--- config.mk ---
export PLATFORM = sky130hd
export DESIGN_NAME = fp16_sub_seq
export DESIGN_NICKNAME = d
export VERILOG_FILES = /design/src/rtl/fp16_sub_seq.sv
export SDC_FILE = /design/constraint.sdc
export NUM_CORES = 1
export LEC_CHECK = 0
export ABC_AREA = 1
export BUFFER_PORTS_ARGS = -buffer_cell sky130_fd_sc_hd__buf_2
export CAP_MARGIN = 20
export CELL_PAD_IN_SITES_DETAIL_PLACEMENT = 0
export CELL_PAD_IN_SITES_GLOBAL_PLACEMENT = 1
export CORE_MARGIN = 2
export CORE_UTILIZATION = 43
export DETAILED_ROUTE_END_ITERATION = 10
export GPL_TIMING_DRIVEN = 1
export PLACE_DENSITY_LB_ADDON = 0.1
export RECOVER_POWER = 50
export SYNTH_ARGS = -nofsm -noshare
export SYNTH_HDL_FRONTEND = slang
export SYNTH_SLANG_ARGS = --single-unit
--- constraint.sdc ---
create_clock -name clk -period 2.7 [get_ports clk]
set_input_delay 0.135 -clock clk [delete_from_list [all_inputs] [get_ports clk]]
set_output_delay 0.135 -clock clk [all_outputs]
set_load 0.01 [all_outputs]
--- src/rtl/fp16_sub_seq.sv ---
// Multi-cycle fp16 subtractor y = a - b: one alignment shift and one normalisation
// step per cycle, truncating alignment, valid/ready handshake on both sides.
module fp16_sub_seq #(
   parameter logic [15:0] CANON_NAN = 16'h7E00
) (
   input  logic        clk,
   input  logic        rst_n,
   input  logic        in_valid,
   output logic        in_ready,
   input  logic [15:0] a,
   input  logic [15:0] b,
   output logic        out_valid,
   input  logic        out_ready,
   output logic [15:0] y,
   output logic        busy
);

   // state  | meaning
   // IDLE   | waiting for operands, special cases resolved on accept
   // ALIGN  | smaller-exponent significand shifts right one bit per cycle
   // OP     | magnitude add or subtract, result overwrites ma/sa
   // NORM   | one normalising shift per cycle, then pack
   // DONE   | y held until out_ready
   typedef enum logic [2:0] {S_IDLE, S_ALIGN, S_OP, S_NORM, S_DONE} state_t;

   state_t      state_q, state_d;
   logic        sa_q, sa_d, sb_q, sb_d;
   logic [11:0] ma_q, ma_d, mb_q, mb_d;
   logic [5:0]  exp_q, exp_d;
   logic [4:0]  diff_q, diff_d;
   logic        shift_b_q, shift_b_d;
   logic [15:0] y_q, y_d;
   logic        out_valid_q, out_valid_d;

   logic [4:0]  ea_raw, eb_raw, ea_eff, eb_eff;
   logic [11:0] sig_a, sig_b;
   logic        a_nan, b_nan, a_inf, b_inf, a_zero, b_zero, is_special;
   logic [15:0] special_y, packed_y;

   assign ea_raw = a[14:10];
   assign eb_raw = b[14:10];
   assign ea_eff = (ea_raw == 5'd0) ? 5'd1 : ea_raw;
   assign eb_eff = (eb_raw == 5'd0) ? 5'd1 : eb_raw;
   assign sig_a  = {1'b0, ea_raw != 5'd0, a[9:0]};
   assign sig_b  = {1'b0, eb_raw != 5'd0, b[9:0]};
   assign a_nan  = (ea_raw == 5'h1F) && (a[9:0] != 10'd0);
   assign b_nan  = (eb_raw == 5'h1F) && (b[9:0] != 10'd0);
   assign a_inf  = (ea_raw == 5'h1F) && (a[9:0] == 10'd0);
   assign b_inf  = (eb_raw == 5'h1F) && (b[9:0] == 10'd0);
   assign a_zero = (a[14:0] == 15'd0);
   assign b_zero = (b[14:0] == 15'd0);
   assign is_special = a_nan | b_nan | a_inf | b_inf | a_zero | b_zero;

   always_comb begin
      special_y = a;
      if (a_nan || b_nan) begin
         special_y = CANON_NAN;
      end else if (a_inf && b_inf && (a[15] == b[15])) begin
         special_y = CANON_NAN;
      end else if (a_inf) begin
         special_y = a;
      end else if (b_inf) begin
         special_y = {~b[15], b[14:0]};
      end else if (a_zero && b_zero) begin
         special_y = {a[15] & ~b[15], 15'd0};
      end else if (a_zero) begin
         special_y = {~b[15], b[14:0]};
      end
   end

   // A hidden bit still clear at pack time can only mean exponent 1, i.e. subnormal.
   always_comb begin
      if (ma_q == 12'd0) begin
         packed_y = 16'h0000;
      end else if (exp_q >= 6'd31) begin
         packed_y = {sa_q, 5'h1F, 10'd0};
      end else if (!ma_q[10]) begin
         packed_y = {sa_q, 5'h00, ma_q[9:0]};
      end else begin
         packed_y = {sa_q, exp_q[4:0], ma_q[9:0]};
      end
   end

   always_comb begin
      state_d     = state_q;
      sa_d        = sa_q;
      sb_d        = sb_q;
      ma_d        = ma_q;
      mb_d        = mb_q;
      exp_d       = exp_q;
      diff_d      = diff_q;
      shift_b_d   = shift_b_q;
      y_d         = y_q;
      out_valid_d = out_valid_q;
      case (state_q)
         S_IDLE: begin
            if (in_valid) begin
               sa_d = a[15];
               sb_d = ~b[15];
               ma_d = sig_a;
               mb_d = sig_b;
               if (ea_eff >= eb_eff) begin
                  exp_d     = {1'b0, ea_eff};
                  diff_d    = ea_eff - eb_eff;
                  shift_b_d = 1'b1;
               end else begin
                  exp_d     = {1'b0, eb_eff};
                  diff_d    = eb_eff - ea_eff;
                  shift_b_d = 1'b0;
               end
               if (is_special) begin
                  y_d         = special_y;
                  out_valid_d = 1'b1;
                  state_d     = S_DONE;
               end else if (ea_eff != eb_eff) begin
                  state_d = S_ALIGN;
               end else begin
                  state_d = S_OP;
               end
            end
         end
         S_ALIGN: begin
            if (diff_q >= 5'd12) begin
               if (shift_b_q) mb_d = 12'd0;
               else           ma_d = 12'd0;
               diff_d  = 5'd0;
               state_d = S_OP;
            end else begin
               if (shift_b_q) mb_d = mb_q >> 1;
               else           ma_d = ma_q >> 1;
               diff_d = diff_q - 5'd1;
               if (diff_q == 5'd1) state_d = S_OP;
            end
         end
         S_OP: begin
            if (sa_q == sb_q) begin
               ma_d = ma_q + mb_q;
            end else if (ma_q > mb_q) begin
               ma_d = ma_q - mb_q;
            end else if (mb_q > ma_q) begin
               ma_d = mb_q - ma_q;
               sa_d = sb_q;
            end else begin
               ma_d = 12'd0;
               sa_d = 1'b0;
            end
            state_d = S_NORM;
         end
         S_NORM: begin
            if (ma_q[11]) begin
               ma_d  = ma_q >> 1;
               exp_d = exp_q + 6'd1;
            end else if (!ma_q[10] && (ma_q != 12'd0) && (exp_q > 6'd1)) begin
               ma_d  = ma_q << 1;
               exp_d = exp_q - 6'd1;
            end else begin
               y_d         = packed_y;
               out_valid_d = 1'b1;
               state_d     = S_DONE;
            end
         end
         S_DONE: begin
            if (out_ready) begin
               out_valid_d = 1'b0;
               state_d     = S_IDLE;
            end
         end
         default: begin
            out_valid_d = 1'b0;
            state_d     = S_IDLE;
         end
      endcase
   end

   always_ff @(posedge clk or negedge rst_n) begin
      if (!rst_n) begin
         state_q     <= S_IDLE;
         sa_q        <= 1'b0;
         sb_q        <= 1'b0;
         ma_q        <= 12'd0;
         mb_q        <= 12'd0;
         exp_q       <= 6'd0;
         diff_q      <= 5'd0;
         shift_b_q   <= 1'b0;
         y_q         <= 16'h0000;
         out_valid_q <= 1'b0;
      end else begin
         state_q     <= state_d;
         sa_q        <= sa_d;
         sb_q        <= sb_d;
         ma_q        <= ma_d;
         mb_q        <= mb_d;
         exp_q       <= exp_d;
         diff_q      <= diff_d;
         shift_b_q   <= shift_b_d;
         y_q         <= y_d;
         out_valid_q <= out_valid_d;
      end
   end

   assign in_ready  = (state_q == S_IDLE);
   assign busy      = (state_q != S_IDLE);
   assign out_valid = out_valid_q;
   assign y         = y_q;

endmodule

# Word level (Yosys, flattened, before mapping)

Index checks and enable logic that the tools add are counted.

Output and inout bits: 19
Register bits after elaboration: 58
Input port bits: 36
Word-level logic and storage cells: 155

Equal/unequal tests: 21
Bitwise gates (word level): 8
Order comparisons: 6
Muxes and demuxes: 61
Reductions and logical operators: 40
Add/sub/neg operators: 8

Operators by type and width:

| operator                               | count |
|---|---|
| 16-bit 2-to-1 mux                      | 11 |
| 12-bit 2-to-1 mux                      | 13 |
| 12-bit one-hot mux with 4 select lines | 1 |
| 16-bit one-hot mux with 2 select lines | 1 |
| 15-bit logical NOT                     | 2 |
| 15-bit 2-to-1 mux                      | 2 |
| 5-bit 2-to-1 mux                       | 6 |
| 12-bit greater-than comparator         | 2 |
| 12-bit one-hot mux with 2 select lines | 1 |
| 12-bit subtractor                      | 2 |
| 3-bit 2-to-1 mux                       | 7 |
| 10-bit logical NOT                     | 2 |
| 10-bit nonzero test                    | 2 |
| 6-bit 2-to-1 mux                       | 3 |
| 2-bit != test (second input constant)  | 8 |
| 3-bit one-hot mux with 5 select lines  | 1 |
| 12-bit adder                           | 1 |
| 12-bit logical NOT                     | 1 |
| 6-bit one-hot mux with 2 select lines  | 1 |
| 12-bit nonzero test                    | 1 |
| 5-bit == test (second input constant)  | 2 |
| 5-bit logical NOT                      | 2 |
| 1-bit 2-to-1 mux                       | 10 |
| 5-bit one-hot mux with 2 select lines  | 1 |
| 36 further kinds                       | 61 |

# Longest topological paths before layout

Depth after elaboration: 10
Mapped depth: 18

# Worst setup path before layout

Ideal clock, no wire load.

Kind: register -> register
Start point: reg ma_q[0]
End point: reg ma_q[1]
Cell stages (with the launch flop): 17
Path buffers: 0
Clock period less this slack: 2.182 ns
Setup slack: 0.518 ns
Data arrival time: 2.066 ns
Library setup time: 0.117 ns
Path through: dfrtp_1 inv_1 ha_1 inv_1 fa_1 nand2_1 nand3_1 nand2_1 nand3_2 nand2_4 inv_2 nand2_1 nand3_1 nand3_1 nand2_1 nand2_1 nand2_1

Word-level cells in the longest chain between the ends: 5
Elaborated cells on any way between the ends: 16
Classes of those cells: add/sub (3); order compare (2); eq/ne (1); mux (6); reduce/logical (4)

RTL lines:

| what                                                                                 | RTL line | RTL |
|---|---|---|
| from (decl)                                                                          | 28       | `logic [11:0] ma_q, ma_d, mb_q, mb_d;` |
| from (signal assigned)                                                               | 191      | `ma_q <= ma_d;` |
| 12-bit subtractor (tied with other cells)                                            | 141      | `ma_d = mb_q - ma_q;` |
| 12-bit 2-to-1 mux / 1-bit logical AND (equally long branches)                        | 140, 153 |  |
| 12-bit 2-to-1 mux / 1-bit logical AND (equally long branches)                        | 138, 153 |  |
| 12-bit 2-to-1 mux / 3-bit != test (equally long branches)                            | n/a      |  |
| 12-bit one-hot mux with 4 select lines / 4-bit AND reduction (equally long branches) | n/a      |  |

Parallel ways exist; a longest one is shown, timed or not. The select of a mux whose other input is x is not followed.
A chain may end at the register's enable or synchronous reset.

# Final worst setup path

Start point: reg ma_q[4]
End point: reg ma_q[11]

Word-level cells in the longest chain between the ends: 6
Elaborated cells on any way between the ends: 14
Classes of those cells: add/sub (3); order compare (2); mux (6); reduce/logical (3)

RTL lines:

| what                                                                      | RTL line | RTL |
|---|---|---|
| parallel branches: the longest is 5 deep, another holds 12-bit subtractor | n/a      |  |
| 12-bit one-hot mux with 4 select lines *                                  | 95       | `case (state_q)` |

Every way passes the cells marked *. The select of a mux whose other input is x is not followed.

==> results.yml <==
routing:
  wl_per_cell_um: 17.6
  drc: 0
  drt_wl_total_um: 22600
  first_pass_iters: 5
  drtAntennaViolNets: 0
  drtIter0Drc: 514
  num_vias: 6925
  via_per_inst: 5.38
placed_design:
  io_buffers: 54
  dp_cells: 1268
  globalplace.congestion: 0.952
  hpwl_um: 18200
critical_path:
  cp-end-kind: "flop"
  crit_fanout: 6
  worstPathArrival_ns: 2.68
  start_kind: "flop"
  regToRegStartpoint: "ma_q[4]$_DFFE_PN0P_"
  required_ns: 2.93
  startpoint: "ma_q[4]$_DFFE_PN0P_"
  critPathKind: "reg -> reg"
timing:
  max_freq_ghz: 0.407
  hold_viol: 0
  tightest_slew_ns: 1.96
  fin_crit_sh: 0.910
  fin_setup_tns_ns: 0
  finalSetupViolCount: 0
  rsz0062_at_grt: "no"
  relSlewSlack: -0.307
  min_period_ns: 2.46
  slew_viol_final: 31
  fin_skew_ns: 0.00561
yosys:
  ys_types: 46
  syn_area_per_cell_um2: 6.21
  yosys_warnings: 0
  synthCells: 1029
  netlist_area_um2: 6390
  yosysSeqAreaShare: 0.223
  async_flop_share: 1.00
  synth_nets: 1119
  synth_edf_count: 0
  ys.flop_type: "dfrtp_1"
  ys_ff_latch: 57
floorplan:
  die_x_um: 126
  fp.dieH_um: 126
  ios: 55
  rows: 44
  core_um2: 14500
  initial_core_util: 0.440
  die-area_um2: 15900
finish:
  final_common_cell: "nand2_1"
  instances_no_fill: 1286
  drive_above_1_share: 0.146
  syn_to_final_growth_pct: 14.2
  nFillCells: 1598
  layout.nets: 1187
  layout_common_cells: "nand2_1, inv_1, nand3_1, nor2_1, a21oi_1"
  antennaDiodeCount: 0
run:
  cap_viol_max_count: 1
grt:
  grt_pass1_wl_um: 35800
  grt_pass1_vias: 6794
  grt_max_degree: 32
  gr-usage-all-layers: 0.287
  antenna_found_initial: 0
  grt_overflow: 0
run_status:
  failed_checks: "capacitance limit, slew limit"
  status: "complete, but fails checks"
clocking:
  cts.path.max_buffers: 2
  clk_latency_ns: 0.35
  htree_levels: 3
  numClockSinks: 57
  clkSlewWorstSetupHoldPaths_ns: 0.05
  cts_tree: "built"
  numCtsBuffers: 9
  root_buffer: "clkbuf_16"
power_and_ir_drop:
  peakVddDrop_mv: 0.450
  p_per_area_nw_per_um2: 1460
  leakage_nw: 3.92
worst_hold_path:
  hp-class: "in -> reg"
  hp-start: "b[15]"
==> cell usage after synthesis (5+ instances only) <==
master,n,share of area
o21ai_1,22,0.017
xor2_1,16,0.022
o22ai_1,17,0.017
nand4_1,18,0.018
inv_2,27,0.016
nand3_1,74,0.058
fa_1,5,0.016
a21oi_1,72,0.056
inv_1,114,0.067
nor2_2,9,0.0088
o21ai_0,69,0.054
buf_4,5,0.0059
nor3_1,8,0.0063
nand2_1,307,0.18
buf_2,12,0.0094
a31oi_1,5,0.0049
nand2_2,16,0.016
ha_1,49,0.096
dfrtp_1,57,0.22
clkbuf_1,17,0.010
nor2_1,72,0.042
==> critical path, stage by stage (launching register included) <==
cell and delay (ns):
dfrtp_1 0.35, inv_1 0.08, ha_1 0.47, inv_1 0.15, a21oi_1 0.32, nor2_1 0.11, o21ai_0 0.42, nand3_1 0.13
nand2_1 0.08, nand3_1 0.07, nand3_1 0.08, o21ai_1 0.07
==> report_power, final <==
group | switching (mW) | total [mW] | internal [mW]
Combinational | 5.28 | 7.93 | 2.65
Sequential | 0.358 | 1.63 | 1.27
Clock | 0.443 | 1.09 | 0.642
Total | 6.08 | 10.6 | 4.56
==> cell families (layout without fill, tap and decap cells) <==
family                     after synthesis  after routing  share of synthesized area
adders and majority gates               54             54                      0.112
DFF                                     57             57                      0.223
xor gates and xnor gates                20             20                     0.0286
and+or+nand+nor                        522            522                      0.360
AOI/OAI and AO/OA                      198            198                      0.165
buffers and inverters                  178            251                      0.111
==> area by class of cell <==
type	instances	area, µm²	share of cell area
sequential	57	1430	0.195
clock inverter	5	31.3	0.00428
timing repair buffer	92	561	0.0767
multi-input combinational	794	4270	0.585
tap	184	230	0.0315
inverter	143	539	0.0738
clock buffer	11	243	0.0332
==> flip-flops by register name (all words and copies together) (netlist names) <==
signal,count
diff_q,5
sa_q,1
sb_q,1
state_q,3
y,16
out_valid,1
shift_b_q,1
ma_q,12
exp_q,6
mb_q,11
==> routing by layer <==
layer  global-route usage  wire length, µm  vias to the layer above
met3               0.0480             1120                       64
met1                0.345             9330                     3199
li1                     -                -                     3442
met4                0.147             1160                        0
met2                0.495            11000                      220
met5                    0                0                        -
==> per-stage QoR <==
stage	hold slack, ns	utilization	instance area [µm²]	power [mW]	setup slack (ns)
detailed placement	0.294	0.483	7020	9.37	0.163
global route	0.0648	0.503	7300	11.6	0.0419
CTS	0.0534	0.502	7300	10.5	0.132
floorplan	-0.161	-	6390	6.97	0.518
finish	0.0656	0.503	7300	10.6	0.243
global placement	0.265	0.483	7020	9.47	0.286
==> worst paths after layout <==
check | end | slack, ns | cells past startpoint
max in group asynchronous | ma_q[0]$_DFFE_PN0P_ | 0.56 | 2
worst min register to register | y[1]$_DFFE_PN0P_ | 0.47 | 2
worst max register to register | ma_q[11]$_DFFE_PN0P_ | 0.24 | 11
min in group asynchronous | mb_q[1]$_DFFE_PN0P_ | 0.87 | 2
worst max-delay path | ma_q[11]$_DFFE_PN0P_ | 0.24 | 11
worst min-delay path | sb_q$_DFFE_PN0P_ | 0.07 | 2
==> repair_timing <==
item,CTS,global route
hold buffers,1,0
buffers inserted,0,1
resized for setup,0,5
endpoints found under the hold margin,30,0
setup endpoints to repair,0,13
Note: power is estimated with default switching activity, not from simulation.
